$ cat src/rtl/tft_pkg.sv
// ---------------------------------------------------------------------------
// tft_pkg
// Shared definitions for the TFT picture-move controller: default panel
// geometry, bus widths, RGB565 colour constants, the move-FSM state encoding
// and the axis direction encoding.
// ---------------------------------------------------------------------------
package tft_pkg;

  localparam int unsigned H_VALID_DEF = 480;
  localparam int unsigned V_VALID_DEF = 272;

  localparam int PIX_W  = 10;
  localparam int RGB_W  = 16;
  localparam int ADDR_W = 14;

  // Marker the timing generator drives outside the active area.
  localparam logic [PIX_W-1:0] PIX_NONE = 10'h3FF;

  localparam logic [RGB_W-1:0] RGB_WHITE = 16'hFFFF;
  localparam logic [RGB_W-1:0] RGB_BLACK = 16'h0000;
  localparam logic [RGB_W-1:0] RGB_RED   = 16'hF800;
  localparam logic [RGB_W-1:0] RGB_GREEN = 16'h07E0;
  localparam logic [RGB_W-1:0] RGB_BLUE  = 16'h001F;

  localparam logic DIR_POS = 1'b0;
  localparam logic DIR_NEG = 1'b1;

  typedef enum logic [1:0] {
    ST_WAIT = 2'd0,
    ST_RUN  = 2'd1,
    ST_HOLD = 2'd2
  } move_state_e;

endpackage

$ cat src/rtl/tft_pic_move_ctrl_if.sv
// ---------------------------------------------------------------------------
// tft_pic_move_ctrl_if
// Pixel/ROM/status bundle between the TFT timing side and the picture-move
// controller.
//   pix_x, pix_y : current active pixel (PIX_NONE outside the active area)
//   run_en       : animate (1) / freeze (0)
//   rom_addr     : picture ROM word address from the controller
//   rom_data     : picture ROM data, one cycle after rom_addr
//   pix_data     : RGB565 pixel to the panel controller
//   pic_x0/pic_y0: current picture top-left corner
//   busy         : controller is animating
// master = timing generator / ROM side, slave = controller.
// ---------------------------------------------------------------------------
interface tft_pic_move_ctrl_if;
  import tft_pkg::*;

  logic [PIX_W-1:0]  pix_x;
  logic [PIX_W-1:0]  pix_y;
  logic              run_en;
  logic [RGB_W-1:0]  rom_data;
  logic [ADDR_W-1:0] rom_addr;
  logic [RGB_W-1:0]  pix_data;
  logic [PIX_W-1:0]  pic_x0;
  logic [PIX_W-1:0]  pic_y0;
  logic              busy;

  modport master (
    output pix_x, pix_y, run_en, rom_data,
    input  rom_addr, pix_data, pic_x0, pic_y0, busy
  );

  modport slave (
    input  pix_x, pix_y, run_en, rom_data,
    output rom_addr, pix_data, pic_x0, pic_y0, busy
  );

endinterface

$ cat src/rtl/tft_axis_bounce.sv
// ---------------------------------------------------------------------------
// tft_axis_bounce
// One axis of the bouncing picture: holds the position and direction and
// moves by STEP on each upd_i pulse, clamping and reversing at 0 and MAX.
//   tft_clk   : pixel clock
//   sys_rst_n : synchronous active-low reset (position 0, moving +)
//   upd_i     : one-cycle move request
//   pos_o     : current position
// ---------------------------------------------------------------------------
module tft_axis_bounce
  import tft_pkg::*;
#(
  parameter int unsigned MAX  = 380,
  parameter int unsigned STEP = 2
) (
  input  logic             tft_clk,
  input  logic             sys_rst_n,
  input  logic             upd_i,
  output logic [PIX_W-1:0] pos_o
);

  localparam logic [PIX_W:0]   MAX_P  = (PIX_W+1)'(MAX);
  localparam logic [PIX_W:0]   STEP_W = (PIX_W+1)'(STEP);
  localparam logic [PIX_W-1:0] STEP_N = PIX_W'(STEP);

  logic [PIX_W-1:0] pos_q, pos_d;
  logic             dir_q, dir_d;
  logic [PIX_W:0]   pos_ext;
  logic [PIX_W:0]   pos_sum;

  // One spare bit so pos+STEP cannot wrap before the compare.
  assign pos_ext = {1'b0, pos_q};
  assign pos_sum = pos_ext + STEP_W;

  always_comb begin
    pos_d = pos_q;
    dir_d = dir_q;
    if (upd_i) begin
      if (dir_q == DIR_POS) begin
        if (pos_sum >= MAX_P) begin
          pos_d = MAX_P[PIX_W-1:0];
          dir_d = DIR_NEG;
        end else begin
          pos_d = pos_sum[PIX_W-1:0];
        end
      end else begin
        if (pos_ext <= STEP_W) begin
          pos_d = '0;
          dir_d = DIR_POS;
        end else begin
          pos_d = pos_q - STEP_N;
        end
      end
    end
  end

  always_ff @(posedge tft_clk) begin
    if (!sys_rst_n) begin
      pos_q <= '0;
      dir_q <= DIR_POS;
    end else begin
      pos_q <= pos_d;
      dir_q <= dir_d;
    end
  end

  assign pos_o = pos_q;

endmodule

$ cat src/rtl/tft_pic_move_ctrl.sv
// ---------------------------------------------------------------------------
// tft_pic_move_ctrl
// Bounces a PIC_W x PIC_H picture around an H_VALID x V_VALID panel,
// moving once every FRAME_DIV frames, and muxes ROM pixels over BG_COLOR.
//   tft_clk   : pixel clock (only clock)
//   sys_rst_n : synchronous active-low reset
//   bus       : pixel/ROM/status bundle (slave side)
//
// state | meaning
// WAIT  | after reset, picture parked at (0,0) until the first frame end
// RUN   | animating, position moves every FRAME_DIV frames
// HOLD  | frozen, position kept
// ---------------------------------------------------------------------------
module tft_pic_move_ctrl
  import tft_pkg::*;
#(
  parameter int unsigned      H_VALID   = H_VALID_DEF,
  parameter int unsigned      V_VALID   = V_VALID_DEF,
  parameter int unsigned      PIC_W     = 100,
  parameter int unsigned      PIC_H     = 100,
  parameter int unsigned      STEP      = 2,
  parameter int unsigned      FRAME_DIV = 2,
  parameter logic [RGB_W-1:0] BG_COLOR  = RGB_WHITE
) (
  input  logic                tft_clk,
  input  logic                sys_rst_n,
  tft_pic_move_ctrl_if.slave  bus
);

  localparam int unsigned      X_MAX    = H_VALID - PIC_W;
  localparam int unsigned      Y_MAX    = V_VALID - PIC_H;
  localparam logic [7:0]       DIV_LAST = 8'(FRAME_DIV - 1);
  localparam logic [PIX_W-1:0] X_LAST   = PIX_W'(H_VALID - 1);
  localparam logic [PIX_W-1:0] Y_LAST   = PIX_W'(V_VALID - 1);
  localparam logic [PIX_W:0]   PIC_W_E  = (PIX_W+1)'(PIC_W);
  localparam logic [PIX_W:0]   PIC_H_E  = (PIX_W+1)'(PIC_H);

  move_state_e       state_q, state_d;
  logic [7:0]        cnt_q, cnt_d;
  logic              upd_q, upd_d;
  logic              in_pic_q;
  logic              frame_end;
  logic [PIX_W-1:0]  x0, y0;
  logic              in_x, in_y, in_pic;
  logic [PIX_W-1:0]  dx, dy;

  assign frame_end = (bus.pix_x == X_LAST) && (bus.pix_y == Y_LAST);

  // Moves are requested here and applied by the axes one cycle later, so a
  // reset on that cycle drops the move.
  always_comb begin
    state_d = state_q;
    cnt_d   = cnt_q;
    upd_d   = 1'b0;
    if (frame_end) begin
      unique case (state_q)
        ST_WAIT: begin
          state_d = bus.run_en ? ST_RUN : ST_HOLD;
          cnt_d   = '0;
        end
        ST_RUN: begin
          if (!bus.run_en) begin
            state_d = ST_HOLD;
            cnt_d   = '0;
          end else if (cnt_q == DIV_LAST) begin
            cnt_d = '0;
            upd_d = 1'b1;
          end else begin
            cnt_d = cnt_q + 8'd1;
          end
        end
        ST_HOLD: begin
          if (bus.run_en) state_d = ST_RUN;
        end
        default: begin
          state_d = ST_WAIT;
          cnt_d   = '0;
        end
      endcase
    end
  end

  always_ff @(posedge tft_clk) begin
    if (!sys_rst_n) begin
      state_q  <= ST_WAIT;
      cnt_q    <= '0;
      upd_q    <= 1'b0;
      in_pic_q <= 1'b0;
    end else begin
      state_q  <= state_d;
      cnt_q    <= cnt_d;
      upd_q    <= upd_d;
      in_pic_q <= in_pic;
    end
  end

  tft_axis_bounce #(.MAX(X_MAX), .STEP(STEP)) u_axis_x (
    .tft_clk   (tft_clk),
    .sys_rst_n (sys_rst_n),
    .upd_i     (upd_q),
    .pos_o     (x0)
  );

  tft_axis_bounce #(.MAX(Y_MAX), .STEP(STEP)) u_axis_y (
    .tft_clk   (tft_clk),
    .sys_rst_n (sys_rst_n),
    .upd_i     (upd_q),
    .pos_o     (y0)
  );

  // 11-bit compares keep x0+PIC_W from wrapping.
  assign in_x = (bus.pix_x != PIX_NONE)
             && ({1'b0, bus.pix_x} >= {1'b0, x0})
             && ({1'b0, bus.pix_x} <  ({1'b0, x0} + PIC_W_E));
  assign in_y = (bus.pix_y != PIX_NONE)
             && ({1'b0, bus.pix_y} >= {1'b0, y0})
             && ({1'b0, bus.pix_y} <  ({1'b0, y0} + PIC_H_E));
  assign in_pic = in_x && in_y;

  assign dx = bus.pix_x - x0;
  assign dy = bus.pix_y - y0;

  assign bus.rom_addr = in_pic ? (ADDR_W'(dy) * ADDR_W'(PIC_W) + ADDR_W'(dx))
                               : '0;
  assign bus.pix_data = in_pic_q ? bus.rom_data : BG_COLOR;
  assign bus.pic_x0   = x0;
  assign bus.pic_y0   = y0;
  assign bus.busy     = (state_q == ST_RUN);

endmodule

$ cat src/flat_wrapper.sv
// flat-port wrapper written by rule: the top's interface ports become plain ports
module tft_pic_move_ctrl_flat import tft_pkg::*;
#(
  parameter int unsigned      H_VALID   = H_VALID_DEF,
  parameter int unsigned      V_VALID   = V_VALID_DEF,
  parameter int unsigned      PIC_W     = 100,
  parameter int unsigned      PIC_H     = 100,
  parameter int unsigned      STEP      = 2,
  parameter int unsigned      FRAME_DIV = 2,
  parameter logic [RGB_W-1:0] BG_COLOR  = RGB_WHITE
)
  (tft_clk, sys_rst_n, bus_pix_x, bus_pix_y, bus_run_en, bus_rom_data, bus_rom_addr, bus_pix_data, bus_pic_x0, bus_pic_y0, bus_busy);
  tft_pic_move_ctrl_if bus_i ();
  input  logic tft_clk;
  input  logic sys_rst_n;
  input wire logic [$bits(bus_i.pix_x)-1:0] bus_pix_x;
  input wire logic [$bits(bus_i.pix_y)-1:0] bus_pix_y;
  input wire logic [$bits(bus_i.run_en)-1:0] bus_run_en;
  input wire logic [$bits(bus_i.rom_data)-1:0] bus_rom_data;
  output wire logic [$bits(bus_i.rom_addr)-1:0] bus_rom_addr;
  output wire logic [$bits(bus_i.pix_data)-1:0] bus_pix_data;
  output wire logic [$bits(bus_i.pic_x0)-1:0] bus_pic_x0;
  output wire logic [$bits(bus_i.pic_y0)-1:0] bus_pic_y0;
  output wire logic [$bits(bus_i.busy)-1:0] bus_busy;
  assign bus_i.pix_x = bus_pix_x;
  assign bus_i.pix_y = bus_pix_y;
  assign bus_i.run_en = bus_run_en;
  assign bus_i.rom_data = bus_rom_data;
  assign bus_rom_addr = bus_i.rom_addr;
  assign bus_pix_data = bus_i.pix_data;
  assign bus_pic_x0 = bus_i.pic_x0;
  assign bus_pic_y0 = bus_i.pic_y0;
  assign bus_busy = bus_i.busy;
  tft_pic_move_ctrl #(.H_VALID(H_VALID), .V_VALID(V_VALID), .PIC_W(PIC_W), .PIC_H(PIC_H), .STEP(STEP), .FRAME_DIV(FRAME_DIV), .BG_COLOR(BG_COLOR)) u_core (.tft_clk(tft_clk), .sys_rst_n(sys_rst_n), .bus(bus_i));
endmodule
$ cat config.mk
export PLATFORM = sky130hd
export DESIGN_NAME = tft_pic_move_ctrl_flat
export DESIGN_NICKNAME = d
export VERILOG_FILES = /design/src/rtl/tft_pkg.sv /design/src/rtl/tft_pic_move_ctrl_if.sv /design/src/rtl/tft_axis_bounce.sv /design/src/rtl/tft_pic_move_ctrl.sv /design/src/flat_wrapper.sv
export SDC_FILE = /design/constraint.sdc
export NUM_CORES = 1
export LEC_CHECK = 0
export CAP_MARGIN = 20
export CORE_ASPECT_RATIO = 0.8
export CORE_MARGIN = 10
export CORE_UTILIZATION = 41
export DETAILED_ROUTE_END_ITERATION = 6
export DONT_BUFFER_PORTS = 1
export GPL_ROUTABILITY_DRIVEN = 0
export HOLD_SLACK_MARGIN = 0.03
export PLACE_DENSITY = 0.54
export SYNTH_ARGS = -nofsm -noshare
export SYNTH_HDL_FRONTEND = slang
export SYNTH_SLANG_ARGS = --single-unit
$ cat constraint.sdc
create_clock -name tft_clk -period 12.8 [get_ports tft_clk]
set_input_delay 0.64 -clock tft_clk [delete_from_list [all_inputs] [get_ports tft_clk]]
set_output_delay 0.64 -clock tft_clk [all_outputs]
set_load 0.03 [all_outputs]
# Yosys cells after proc, flatten, opt, wreduce, memory -nomap -nowiden

Index checks and enable logic that the tools add are counted.

Bits in registers: 34
Output and inout port bits: 51

$add $sub $neg: 10
Multiplexer cells: 22
Bitwise gates (word level): 1
Equality and inequality tests: 9
Reduce and logical (&&, ||, !) cells: 10
Order comparisons: 8
Multiply operators: 1

Operators with widths:

| cell                                                                | count |
|---|---|
| two-way mux 10 bit                                                  | 6 |
| adder 10 x 2 -> 11 bit (second input constant)                      | 2 |
| adder 10 x 7 -> 11 bit (second input constant)                      | 2 |
| less-than comparator 10 x 11 -> 1 bit                               | 2 |
| equality test 10 x 9 -> 1 bit (second input constant)               | 2 |
| greater-or-equal comparator 10 bit                                  | 2 |
| <= comparator 10 x 2 -> 1 bit (second input constant)               | 2 |
| inequality test 10 bit (second input constant)                      | 2 |
| subtractor 10 bit                                                   | 2 |
| subtractor 10 x 2 -> 10 bit (second input constant)                 | 2 |
| two-way mux 16 bit                                                  | 1 |
| two-way mux 8 bit                                                   | 2 |
| case mux 8 bit (2 select lines)                                     | 1 |
| adder 14 x 10 -> 14 bit                                             | 1 |
| two-way mux 14 bit                                                  | 1 |
| multiplier 10 x 5 -> 12 bit (second input constant)                 | 1 |
| greater-or-equal comparator 11 x 8 -> 1 bit (second input constant) | 1 |
| greater-or-equal comparator 11 x 9 -> 1 bit (second input constant) | 1 |
| adder 8 x 1 -> 8 bit (second input constant)                        | 1 |
| equality test 8 x 1 -> 1 bit (second input constant)                | 1 |
| two-way mux 1 bit                                                   | 7 |
| logical AND 1 bit                                                   | 6 |
| two-way mux 2 bit                                                   | 3 |
| case mux 2 bit (3 select lines)                                     | 1 |
| other kinds (8)                                                     | 9 |

# Longest topological paths before layout

Depth in word-level cells: 5
Mapped depth: 21

# Modules after synthesis

Synthesis repeated with hierarchy kept, for this count alone.

Cells, all modules: 672
Area, all modules: 5208.7 um^2

By module, submodules not included:

| module                             | cells each | instances | area each (um^2) |
|---|---|---|---|
| tft_pic_move_ctrl                  | 431        | 1         | 3329.4 |
| tft_axis_bounce at u_core.u_axis_y | 128        | 1         | 972.2 |
| tft_axis_bounce at u_core.u_axis_x | 113        | 1         | 907.1 |

# Least setup slack after synthesis

OpenSTA, ideal clock, no wires.

Kind: register -> output
From: register u_core.u_axis_y.pos_q[1], in the netlist u_core.u_axis_y.pos_o[1]
To: output port bus_rom_addr[13]
Setup slack: 7.101 ns
Cell stages (with the launch flop): 19
Buffers on the path: 0
Arrival: 5.059 ns
Cell sequence: dfxtp_1 > inv_1 > fa_1 > a21o_1 > a21oi_2 > o21bai_1 > a21oi_1 > xnor2_1 > ha_1 > ha_1 > inv_1 > fa_1 > inv_1 > ha_1 > o21a_1 > a211oi_1 > o2111ai_1 > xnor3_1 > nor2_1

Cells in the longest elaborated chain, start to end: 5
Elaborated cells on any way between the ends: 10
Those cells by class: 3 x add/sub; 1 x mul; 2 x order compare; 1 x mux; 3 x reduce/logical

RTL lines:

| what                                                                            | RTL line                 | source |
|---|---|---|
| from (decl)                                                                     | tft_axis_bounce.sv:26    | `logic [PIX_W-1:0] pos_q, pos_d;` |
| from (signal assigned)                                                          | tft_axis_bounce.sv:62    | `pos_q <= pos_d;` |
| parallel branches: the longest is 4 deep, another holds adder 14 x 10 -> 14 bit | --                       |  |
| two-way mux 14 bit *                                                            | tft_pic_move_ctrl.sv:123 | `assign bus.rom_addr = in_pic ? (ADDR_W'(dy) * ADDR_W'(PIC_W) + ADDR_W'(dx))` |
| to (decl)                                                                       | flat_wrapper.sv:20       | `output wire logic [$bits(bus_i.rom_addr)-1:0] bus_rom_addr;` |

Mark *: on every way between the ends.

# Worst setup path in the final report

Same ends and word-level chain as after synthesis.

==> metrics.txt <==
outcome completed; drt pass-1 iters 5; Ant. Diodes 0; clock skew roughly 0.0069 ns; R2R depth 10; core area roughly 12000 um2; register area share after synthesis about an eighth; most common cell after layout, fill and taps aside ha_1; Design Power roughly 0.53 mW; area grow syn2layout 4.56%; final wirelength ~13 mm; Required @ worst endpoint 12.16 ns; Comb pwr share roughly 60%; # rows 35; Synth area leaders ha_1 21%, dfxtp_1 13%, xnor2_1 7.7%; critical path peak fanout 11; I/O Pins 90; CP arrival 5.91 ns; Post-synth EDFFs 0; register share of total power between 10% and 20%; Starting DRT DRC Count 220; Slew @ Worst Pin between 1 and 1.5 ns; Syn Area/Cell roughly 7.6 um2; top cell type's share of synthesized area around 21%; switching share of power about 41%; Internal Pwr Total approximately 0.31 mW; via count around 4400; Synth async-reset ratio 0%; clk slew on worst S/H paths 0.05 ns; register bit total from synthesis 32; Max-slew headroom ~32%; Yosys top cell by area ha_1; clock network fraction of design power between 20 and 25%; Port Buf Inserts 0; crit start category flip-flop; Yosys cell types 64; top_reg_cell synth dfxtp_1; H-tree lvl count 2; fillers between 1000 and 1500; area of the die about 17000 um2; hpwl dp 11.0 mm; Pins Over Slew Limit 0; endpoints failing setup 0; RSZ-0062 raised after global routing false; Tmin final between 6 and 7 ns; Mapped Area between 4000 and 5000 um2; Post-CTS Setup Bufs 0; Worst Hold End u_core.upd_q$_SDFF_PN0_; number of routed nets with antenna violations 0; GRT overflow 0; chip height between 100 and 150 um; nets around 750; via/cell ratio about 5.6; CTS tree done; vias in the first global route ~4200; nature of the critical path endpoint primary output; PwrDens 104 nW/um2; Overall Global Routing Usage about 15%; most frequent cells in the layout 81 x ha_1, 55 x nor2_1, 49 x inv_1, 49 x o21ai_0, 47 x a21oi_1; Pleak approximately 2.0 nW; max cap viols 0; # clock sinks 32; layout cell share with drive strength beyond 1 roughly 3.5%; CTS max path bufs 2; final hold vios 0; Num CTS Buffers 5; total net switching power 0.218 mW; Initial Utilization between 40 and 50%; Peak VDD IR about 0.000065 V; first-pass GRT wire length 21.6 mm; cts hold-fix bufs 0; cell depth of the worst hold path 2; clk root buf clkbuf_16; initial antenna violation count 0; Gate Count Post-Synth 640; worst-skew pair later-pin latency approximately 0.28 ns; fin crit share between 50% and 60%; RR Startpoint u_core.u_axis_y.pos_o[3]$_SDFFE_PN0P_; worst min path class in -> reg; WL/cell around 17 um; Yosys warning count 0; number of gates resized after cts 0; FMAX between 0.15 and 0.2 GHz; kind of critical path reg -> out; worst hold start sys_rst_n; reg2reg setup slack ~9.5 ns; die width ~140 um; pin count of the biggest net entering global routing 34; Reg-to-Reg End u_core.in_pic_q$_SDFF_PN0_; DRC Markers 0; setup_tns 0 ns
Yosys cell counts, types with 4 or more instances:
master / count
nor2_1: 55
a21oi_1: 47
nor3_1: 18
nand2b_1: 21
a21boi_0: 4
o21a_1: 12
ha_1: 81
inv_1: 49
dfxtp_1: 32
nor2b_1: 6
nand2_1: 42
a31oi_1: 7
fa_1: 8
o21ai_0: 49
and3_1: 6
xnor2_1: 43
xor2_1: 19
clkbuf_1: 11
a21o_1: 14
nand4_1: 13
o21bai_1: 5
nand3_1: 18
a211oi_1: 8
buf_2: 11
sequential cells by signal, indices dropped and copies added, names as in the netlist:
register,flops
u_core.cnt_q,8
u_core.u_axis_x.dir_q,1
u_core.state_q,2
u_core.in_pic_q,1
u_core.u_axis_y.dir_q,1
u_core.u_axis_x.pos_o,9
u_core.upd_q,1
u_core.u_axis_y.pos_o,9
per-layer routing:
layer	vias up	part of all wire [%]	global-route usage, %
li1	2225	-	-
met1	2049	50	21.2
met2	74	43	22.4
met3	6	6.9	4.88
met4	0	0.53	2.93
met5	-	0	0
how the worst max path moves through the flow:
stage,from,end,slack (ns),cells past startpoint
after floorplan,u_core.u_axis_y.pos_o[1]$_SDFFE_PN0P_,bus_rom_addr[13],7.10,18
after global placement,u_core.u_axis_y.pos_o[1]$_SDFFE_PN0P_,bus_rom_addr[13],6.73,19
after detailed placement,u_core.u_axis_y.pos_o[1]$_SDFFE_PN0P_,bus_rom_addr[13],6.52,19
after CTS,u_core.u_axis_y.pos_o[1]$_SDFFE_PN0P_,bus_rom_addr[13],6.19,19
after global routing,u_core.u_axis_y.pos_o[1]$_SDFFE_PN0P_,bus_rom_addr[13],5.79,19
final,u_core.u_axis_y.pos_o[1]$_SDFFE_PN0P_,bus_rom_addr[13],6.25,19
power by group through the flow:
stage                     clock network [mW]  logic [mW]  registers [mW]
after floorplan                            0       0.262           0.102
after global placement                     0       0.306           0.102
after detailed placement                   0       0.309           0.102
after CTS                              0.122       0.312           0.100
after global routing                   0.127       0.354           0.100
final                                  0.120       0.310           0.100
final cells by class:
class | count | area, um2 | share of cell area, %
well taps | 148 | 185 | 3.63
multi-input cells | 536 | 3950 | 77.3
clock inverters | 2 | 10.0 | 0.196
clock buffers | 6 | 139 | 2.72
flip-flops and latches | 32 | 641 | 12.5
inverters | 49 | 184 | 3.60
worst max-delay path: stages (launching register included):
cell,delay (ns)
dfxtp_1,0.70
inv_1,0.24
fa_1,0.52
a21o_1,0.19
a21oi_2,0.23
o21bai_1,0.09
a21oi_1,0.18
xnor2_1,0.27
ha_1,0.32
ha_1,0.28
inv_1,0.06
fa_1,0.55
inv_1,0.05
ha_1,0.33
nor3_1,0.07
o21a_1,0.10
a211oi_1,0.41
o2111ai_1,0.23
xnor3_1,0.37
nor2_1,0.44
cell families (layout without fill, tap and decap cells):
kind of cell / count (synthesis) / after routing / synth area share, %
AOI/OAI and AO/OA: 179 / 179 / 23.9
xor gates and xnor gates: 64 / 64 / 12.0
adders and majority gates: 89 / 89 / 24.0
buffers and inverters: 74 / 57 / 6.20
DFF: 32 / 32 / 13.1
muxes: 3 / 3 / 0.641
other: 2 / 4 / 0.154
and+or+nand+nor: 197 / 197 / 20.0
metrics by stage:
| stage | utilization (%) | instance area (um2) | hold WS [ns] | std cells | worst slack, ns |
|---|---|---|---|---|---|
| CTS | 44.0 | 5110 | 0.476 | 773 | 6.19 |
| finish | 44.0 | 5110 | 0.483 | 773 | 6.25 |
| global route | 44.0 | 5110 | 0.487 | 773 | 5.79 |
| detailed placement | 42.7 | 4960 | 0.489 | 765 | 6.52 |
| global placement | 42.7 | 4960 | 0.475 | 765 | 6.73 |
| floorplan | - | 4890 | 0.461 | 642 | 7.10 |
Power figures use the tool's default switching activity.
